$ cat config.mk
export PLATFORM = sky130hd
export DESIGN_NAME = biriscv_alu_arbiter
export DESIGN_NICKNAME = d
export VERILOG_FILES = /design/src/rtl/biriscv_alu_arbiter.sv
export SDC_FILE = /design/constraint.sdc
export NUM_CORES = 1
export LEC_CHECK = 0
export CAP_MARGIN = 0
export CORE_AREA = 2 2 114 116
export DETAILED_ROUTE_END_ITERATION = 8
export DIE_AREA = 0 0 116 118
export RECOVER_POWER = 100
export SLEW_MARGIN = 30
export SYNTH_ARGS = -nofsm -noshare
export SYNTH_HDL_FRONTEND = slang
export SYNTH_SLANG_ARGS = --single-unit
$ cat constraint.sdc
create_clock -name clk_i -period 2.9 [get_ports clk_i]
set_clock_uncertainty 0.2 [all_clocks]
set_input_delay 0.87 -clock clk_i [delete_from_list [all_inputs] [get_ports clk_i]]
set_output_delay 0.87 -clock clk_i [all_outputs]
set_load 0.01 [all_outputs]
$ cat src/rtl/biriscv_alu_arbiter.sv
// ---------------------------------------------------------------------------
// biriscv_alu_arbiter
//
// Shares one pipelined ALU between the two issue pipes of the dual-issue
// core. At most one request is granted per cycle. When both pipes request
// in the same cycle they are served in round-robin order. The granted
// operation goes straight to the ALU, which registers its own inputs. A
// sideband shift register that matches the ALU latency records who owns
// each in-flight operation and which tag it carries. Each result is then
// steered back to the pipe that issued it.
//
// Ports:
//   clk_i, rst_i            clock, synchronous active-high reset
//   reqN_valid_i/ready_o    request handshake for pipe N (N = 0, 1)
//   reqN_op_i/a_i/b_i/tag_i opcode, operands and writeback tag of pipe N
//   flush_i                 squash all in-flight results, block grants
//   alu_valid_o/op_o/a_o/b_o  drive the shared ALU inputs
//   alu_valid_i, alu_p_i    ALU result strobe and value
//   resp0/1_valid_o         result belongs to pipe 0 / pipe 1
//   resp_data_o, resp_tag_o shared result bus and its tag
//   err_o                   sticky: ALU result strobe disagreed with sideband
// ---------------------------------------------------------------------------
module biriscv_alu_arbiter #(
  parameter int TAG_W   = 6,
  parameter int LATENCY = 2   // legal range 1..4
) (
  input  logic             clk_i,
  input  logic             rst_i,

  input  logic             req0_valid_i,
  output logic             req0_ready_o,
  input  logic [3:0]       req0_op_i,
  input  logic [31:0]      req0_a_i,
  input  logic [31:0]      req0_b_i,
  input  logic [TAG_W-1:0] req0_tag_i,

  input  logic             req1_valid_i,
  output logic             req1_ready_o,
  input  logic [3:0]       req1_op_i,
  input  logic [31:0]      req1_a_i,
  input  logic [31:0]      req1_b_i,
  input  logic [TAG_W-1:0] req1_tag_i,

  input  logic             flush_i,

  output logic             alu_valid_o,
  output logic [3:0]       alu_op_o,
  output logic [31:0]      alu_a_o,
  output logic [31:0]      alu_b_o,
  input  logic             alu_valid_i,
  input  logic [31:0]      alu_p_i,

  output logic             resp0_valid_o,
  output logic             resp1_valid_o,
  output logic [31:0]      resp_data_o,
  output logic [TAG_W-1:0] resp_tag_o,
  output logic             err_o
);

  localparam int LAST = LATENCY - 1;

  // Id of the pipe granted most recently. It resets to 1 so that pipe0
  // wins the first tie.
  logic             last_grant_reg;

  logic             grant0;
  logic             grant1;
  logic             grant_any;

  // Sideband stage i describes the operation that has been in the ALU for
  // i+1 cycles. "expect" records whether the ALU should produce a result.
  // "live" records whether that result should still be delivered. The two
  // bits differ only after a flush.
  logic [LATENCY-1:0] live_reg;
  logic [LATENCY-1:0] expect_reg;
  logic [LATENCY-1:0] owner_reg;
  logic [TAG_W-1:0]   tag_reg [LATENCY];

  logic             err_reg;
  logic             resp_live;

  // ------------------------------------------------------------------
  // Grant selection
  // ------------------------------------------------------------------
  always_comb begin
    grant0 = 1'b0;
    grant1 = 1'b0;
    if (!flush_i) begin
      if (req0_valid_i && req1_valid_i) begin
        // Tie: serve the pipe that did not win last time.
        if (last_grant_reg) begin
          grant0 = 1'b1;
        end else begin
          grant1 = 1'b1;
        end
      end else if (req0_valid_i) begin
        grant0 = 1'b1;
      end else if (req1_valid_i) begin
        grant1 = 1'b1;
      end
    end
  end

  assign grant_any    = grant0 | grant1;
  assign req0_ready_o = grant0;
  assign req1_ready_o = grant1;

  // With no grant the mux sits on pipe0. Those fields are don't-care
  // because alu_valid_o is low.
  assign alu_valid_o = grant_any;
  assign alu_op_o    = grant1 ? req1_op_i : req0_op_i;
  assign alu_a_o     = grant1 ? req1_a_i  : req0_a_i;
  assign alu_b_o     = grant1 ? req1_b_i  : req0_b_i;

  // ------------------------------------------------------------------
  // Round-robin state, sideband pipeline, sticky error
  // ------------------------------------------------------------------
  always_ff @(posedge clk_i) begin
    if (rst_i) begin
      last_grant_reg <= 1'b1;
      live_reg       <= '0;
      expect_reg     <= '0;
      owner_reg      <= '0;
      for (int i = 0; i < LATENCY; i++) begin
        tag_reg[i] <= '0;
      end
      err_reg        <= 1'b0;
    end else begin
      if (grant_any) begin
        last_grant_reg <= grant1;
      end

      // Grants are already suppressed during a flush, so stage 0 loads a
      // dead entry in that cycle without needing an extra mask.
      live_reg[0]   <= grant_any;
      expect_reg[0] <= grant_any;
      owner_reg[0]  <= grant1;
      tag_reg[0]    <= grant1 ? req1_tag_i : req0_tag_i;

      for (int i = 1; i < LATENCY; i++) begin
        live_reg[i]   <= live_reg[i-1] & ~flush_i;
        expect_reg[i] <= expect_reg[i-1];
        owner_reg[i]  <= owner_reg[i-1];
        tag_reg[i]    <= tag_reg[i-1];
      end

      if (alu_valid_i != expect_reg[LAST]) begin
        err_reg <= 1'b1;
      end
    end
  end

  // ------------------------------------------------------------------
  // Result steering. A flush in the same cycle as a returning result
  // masks that result at once.
  // ------------------------------------------------------------------
  assign resp_live     = live_reg[LAST] & alu_valid_i & ~flush_i;
  assign resp0_valid_o = resp_live & ~owner_reg[LAST];
  assign resp1_valid_o = resp_live &  owner_reg[LAST];
  assign resp_data_o   = alu_p_i;
  assign resp_tag_o    = tag_reg[LAST];
  assign err_o         = err_reg;

endmodule

Word level (Yosys, flattened, before mapping)
Memories as Yosys holds them, arrays and structs flattened.
Index checks and enable logic that the tools add are counted.
- output and inout port bits: 112
- memories: 1
- bits in writable memories: 12
- input bits: 186
- word-level logic and storage cells: 36
- register bits: 8
- bitwise logic cells: 10
- multiplexer cells: 18
- reductions and logical operators: 1
- equality and inequality tests: 1
- memories (name ; depth ; width ; rd ports ; clocked after Yosys merged registers in ; write ports ; RTL line ; RTL):
    tag_reg ; 2 ; 6 ; 2 ; 0 ; 2 ; 77 ; logic [TAG_W-1:0] tag_reg [LATENCY];
- operators with widths (cell ; count):
    $mux 32 ; 2
    $mux 6 ; 3
    $mux 1 ; 12
    $and 1x1->1 ; 5
    $mux 4 ; 1
    $or 1x1->1 ; 3
    $not 1->1 ; 2
    $logic_and 1x1->1 ; 1
    $ne 1x1->1 ; 1

Longest topological paths before layout
Gate-level depths: netlist (run 1).
- depth in word-level cells: 6
- depth in mapped cells: 6
- depth with buffers taken out: 4

Worst setup path before layout (run 1)
No wires, ideal clock.
- path type: input to output
- from: input port flush_i
- to: output port alu_a_o[0]
- path slack: 0.076 ns
- required time: 1.830 ns
- stages on the path: 5
- arrival time: 1.754 ns
- buffers on the path: 2
- path through: nand2b_1 -> a21o_1 -> buf_6 -> buf_6 -> mux2_4
- word-level cells in the longest chain between the ends: 2
- RTL lines (item ; RTL line ; RTL):
    start: declaration ; 44 ; input logic flush_i,
    $mux 1 ; 88 ; if (!flush_i) begin
    $mux 32 ; 112 ; assign alu_a_o = grant1 ? req1_a_i : req0_a_i;
    end: declaration ; 48 ; output logic [31:0] alu_a_o,
No other way between the ends.

Worst setup path in the final report (run 1)
- from: input port flush_i
- to: output port alu_b_o[9]
- word-level cells in the longest chain between the ends: 2
- RTL lines (item ; RTL line ; RTL):
    $mux 1 ; 88 ;
    $mux 32 ; 113 ; assign alu_b_o = grant1 ? req1_b_i : req0_b_i;
    end: declaration ; 49 ; output logic [31:0] alu_b_o,
No other way between the ends.

==> flow_summary.yaml, run 1 <==
layout:
  diodes: 0
  fin_nets: 587
  nFillCells: 1241
  regArea_um2: 380
  final_util_pct: 38.3
  fin_area_mm2: 0.00475
  area_growth_syn_to_layout_pct: 129
  largest_reg_flops: 12
  drive_gt1_share_pct: 43.8
  multiInputGateArea_mm2: 0.00133
drt:
  routed-wl-met3_um: 1080
  drc: 0
  antenna_left: 0
  vias: 2078
  routed_wirelength_um: 8480
  avgRoutedWirePerCell_um: 14.8
  highest_layer: "met4"
  viasPerCell: 3.63
  wl_met1_um: 3190
  drtPass1Iterations: 2
  dr.first_iter.drc_count: 29
  wl_met2_um: 4190
run:
  maxCapViolations: 0
global_route:
  overflow: 0
  antenna_found_initial: 0
  grt_max_degree: 19
  grt_pass1_vias: 2230
  grt_usage_pct: 11.7
  grt_pass1_wl_um: 12500
timing:
  setup_ws_ps: -287
  fin_crit_ps: 3190
  period_share_pct: 110
  max_freq_mhz: 314
  rsz0062_at_grt: "yes"
  max_slew.worst_pin.slew_ps: 288
  finalHoldViolCount: 0
  drv_slew: 0
  setup_violations: 69
  slew_headroom_pct: 80.7
  hold_slack_ps: 233
worst_hold_path:
  min_to: "tag_reg[0][10]"
  min-delay-start: "tag_reg[0][4]"
  hp-class: "flop to flop"
  hold_depth: 1
synthesis:
  ys_seq_area_share_pct: 18.4
  synth_nets: 366
  syn-cell-area_mm2: 0.00207
  ys_seq_elements: 19
  synth_cells: 180
  ys_types: 18
  syn_area_per_cell_um2: 11.5
  ys_warn_count: 0
worst_setup_path:
  r2r_cells: 6
  cp-end-kind: "output port"
  arrival_ps: 2120
  critPathLaunchType: "input port"
  cp_data_required_time_ps: 1830
  r2r_setup_slack_ps: 1150
  cp_max_fo: 6
  regToRegStartpoint: "last_grant_reg"
  rr_endpoint: "tag_reg[0][4]"
  path_class: "input port to output port"
place:
  gp_congestion: 0.707
  hpwl_um: 7090
  place_ws_ps: -919
  port_buffers: 233
  placed_cell_area_mm2: 0.00442
power:
  clockPowerShare_pct: 22.5
  power_frac_comb_pct: 54.9
  peakVddDrop_mv: 0.229
  p_leak_nw: 2.22
  p_per_area_mw_per_mm2: 262
  seqPwrFrac_pct: 22.6
  switching_share_pct: 24.0
  p_sw_uw: 299
  internal_power_uw: 945
  power.total_mw: 1.24
floorplanning:
  start_util_pct: 16.7
  ios: 298
  die_width_um: 116
  rows: 41
  dieHeight_um: 118
  core_mm2: 0.0124
  die_area_mm2: 0.0137
clock_network:
  cts.sinks: 19
  postCtsHoldBufs: 0
  cts_max_level: 1
  cts_made_buffers: 3
  cts_tree: "done"
  clkLatencyLatePin_ps: 250
  cts.clk_slew.worst_paths_ps: 50
  clockBufferDepth: 2
  root_buffer: "clkbuf_16"
status:
  violations: "negative setup slack"
  status: "finished, violations left"
[per-stage QoR]
stage / TNS (ps) / instances
floorplan: 0 / 180
global placement: -61430 / 556
detailed placement: -62270 / 556
CTS: -14200 / 572
global route: -15250 / 572
finish: -13260 / 572
[layout by cell type (no fill, tap or decap), drive strengths merged, types with 2 or more instances in the layout]
| cell | count |
|---|---|
| clkdlybuf4s50 | 156 |
| buf | 98 |
| mux2 | 68 |
| dfxtp | 19 |
| nand2b | 14 |
| nor2b | 9 |
| nor2 | 6 |
| mux2i | 6 |
| dlygate4sd2 | 6 |
| clkbuf | 4 |
| a21o | 2 |
| nor3 | 2 |
| inv | 2 |
[power by group through the flow]
stage	clock network (mW)	registers [mW]	logic, mW
final	0.280	0.282	0.683
after global routing	0.299	0.283	0.723
after CTS	0.288	0.282	0.695
after detailed placement	0	0.286	0.639
after global placement	0	0.286	0.635
after floorplan	0	0.285	0.283
[repair_timing]
item                       in CTS  in global routing
setup endpoints to repair      73                 71
resized for setup             363                 11
pin swaps                       1                  0
setup buffers                   9                  4
cloned                          4                  0
[layout make-up]
cell class                      instances  share of cell area, %
Tap cell                              172                   4.53
Clock buffer                            3                   1.58
Timing Repair Buffer                  263                   57.6
Inverter                                2                  0.211
Clock inverter                          1                  0.105
Multi-Input combinational cell        112                   28.0
Sequential cell                        19                   8.01
[Yosys cell counts (all sizes together)]
cell,instances,area (um2)
a21oi,1,5.00
dfxtp,19,380
nand2b,14,87.6
a211o,1,8.76
xor2,1,8.76
a21o,1,7.51
buf,46,375
mux2i,6,60.1
nor2b,9,56.3
nor3,2,10.0
nor3b,1,7.51
nor2,6,22.5
inv,2,10.0
nand2,1,3.75
clkbuf,2,7.51
mux2,68,1020
[cells by family (layout without fill, tap and decap cells)]
group,Yosys count,after routing,synth area share (%)
mux,74,74,52.2
flops,19,19,18.4
buf+inv,50,269,19.0
compound gates,3,4,1.03
simple gates,33,33,9.06
xor+xnor,1,1,0.423
[metal layers]
layer | vias to the layer above | GRT usage [%]
met1 | 917 | 12.9
met3 | 2 | 4.84
met2 | 146 | 21.2
met5 | - | 0
met4 | 0 | 1.49
li1 | 1013 | -
[worst max-delay path: stages]
cell	delay [ps]
buf_6	90
nand2b_4	140
a21o_4	230
buf_12	140
buf_16	130
buf_6	110
mux2_4	290
buf_6	120
[worst max path at each step]
stage,start,endpoint,slack [ps],cells past startpoint
2_1_floorplan,flush_i,alu_a_o[0],80,5
3_3_place_gp,flush_i,alu_a_o[26],-890,6
3_5_place_dp,flush_i,alu_b_o[6],-920,6
4_1_cts,flush_i,alu_a_o[17],-340,8
5_1_grt,flush_i,alu_b_o[9],-320,8
6_report,flush_i,alu_b_o[9],-290,8
(Power assumes the default switching activity.)
==> inputs of run 2 (changes only) <==
- MAX_ROUTING_LAYER: unset -> met4
==> flow_summary.yaml, run 2 (synthesis gave the netlist of run 1 again) <==
status:
  status: "finished, violations left"
  violations: "negative setup slack"
timing:
  max_freq_mhz: 314
  setup_violations: 69
  finalHoldViolCount: 0
  max_slew.worst_pin.slew_ps: 288
  period_share_pct: 110
  slew_headroom_pct: 80.7
  fin_crit_ps: 3190
  setup_ws_ps: -287
  rsz0062_at_grt: "yes"
  drv_slew: 0
worst_setup_path:
  crit_top_cell: "buf_6"
  worstPathCellList: "buf_6 -> nand2b_4 -> a21o_4 -> buf_12 -> buf_16 -> buf_6 -> mux2_4 -> buf_6"
  cpPeakStageDelay_ps: 290
  cp_data_required_time_ps: 1830
  path_class: "input port to output port"
  arrival_ps: 2120
  slowest_stage: "mux2_4"
  cp_max_fo: 6
  cp-end-kind: "output port"
  crit_buf_inv: 5
  path_delay_family: "buffers and inverters"
  critPathLaunchType: "input port"
drt:
  avgRoutedWirePerCell_um: 14.8
  routed_wirelength_um: 8480
  vias: 2076
  drtPass1Iterations: 2
  drc: 0
  viasPerCell: 3.63
  antenna_left: 0
  dr.first_iter.drc_count: 29
global_route:
  grt_usage_pct: 12.0
  overflow: 0
  grt_pass1_vias: 2231
  grt_pass1_wl_um: 12500
  grt_max_degree: 19
  antenna_found_initial: 0
clock_network:
  clockBufferDepth: 2
  cts_max_level: 1
  postCtsHoldBufs: 0
  clkLatencyLatePin_ps: 250
  cts.clk_slew.worst_paths_ps: 50
  cts_made_buffers: 3
  cts_tree: "done"
  cts.sinks: 19
  root_buffer: "clkbuf_16"
floorplanning:
  ios: 298
  die_width_um: 116
  core_mm2: 0.0124
  dieHeight_um: 118
  start_util_pct: 16.7
  rows: 41
  die_area_mm2: 0.0137
place:
  place_ws_ps: -919
  placed_cell_area_mm2: 0.00442
  dpl.cell_count: 556
  hpwl_um: 7090
  port_buffers: 233
  gp_congestion: 0.715
layout:
  area_growth_syn_to_layout_pct: 129
  drive_gt1_share_pct: 43.8
  largest_reg_flops: 12
  layout_common_cells: "156 x clkdlybuf4s50_1, 74 x buf_6, 68 x mux2_4"
  diodes: 0
  mostFrequentLayoutCell: "clkdlybuf4s50_1"
  fin_nets: 587
  instances_no_fill: 572
  fin_area_mm2: 0.00475
power:
  power.total_mw: 1.24
  peakVddDrop_mv: 0.229
  p_per_area_mw_per_mm2: 262
  p_leak_nw: 2.22
worst_hold_path:
  hp-class: "flop to flop"
run:
  maxCapViolations: 0
-- run 2: cell counts in the layout (fill, tap and decap cells not counted) --
No cell type changed its count.
-- run 2: final timing paths --
kind	cells after the start	end	slack, ps	start
max	8	alu_b_o[9]	-290	flush_i
min	1	tag_reg[0][10]	230	tag_reg[0][4]
max reg2reg	6	tag_reg[0][4]	1150	last_grant_reg
min reg2reg	1	tag_reg[0][10]	230	tag_reg[0][4]
-- run 2: power by group --
group | leakage [nW] | switching, mW | total, mW | internal (mW)
Sequential | 0.157 | 0.00547 | 0.282 | 0.276
Combinational | 2.02 | 0.198 | 0.683 | 0.484
Clock | 0.0409 | 0.0951 | 0.280 | 0.185
-- run 2: area by class of cell --
cell class,count,area [um2]
Clock buffer,3,75.1
Clock inverter,1,5.00
Fill cell,1241,7660
Inverter,2,10.0
Multi-Input combinational cell,112,1330
Sequential cell,19,380
Tap cell,172,215
Timing Repair Buffer,263,2740
-- run 2: stage by stage --
stage	hold slack [ps]	TNS, ps	utilization (%)
floorplan	214	0	-
global placement	217	-61430	35.6
detailed placement	224	-62270	35.6
CTS	237	-14200	38.4
global route	259	-15250	38.3
finish	233	-13260	38.3
-- run 2: repair_timing --
item,CTS,global route
gates cloned,4,0
buffers inserted,9,4
resized for setup,363,11
setup endpoints to repair,73,71
pin swaps,1,0
-- run 2: layer usage --
metal / vias to the layer above / part of all wire [%] / GRT usage, % / routed length, um
li1: 1013 / - / - / -
met1: 915 / 37 / 12.8 / 3180
met2: 146 / 49 / 21.2 / 4190
met3: 2 / 13 / 4.94 / 1100
met4: 0 / 0.20 / 1.49 / 17
met5: - / 0 / - / 0
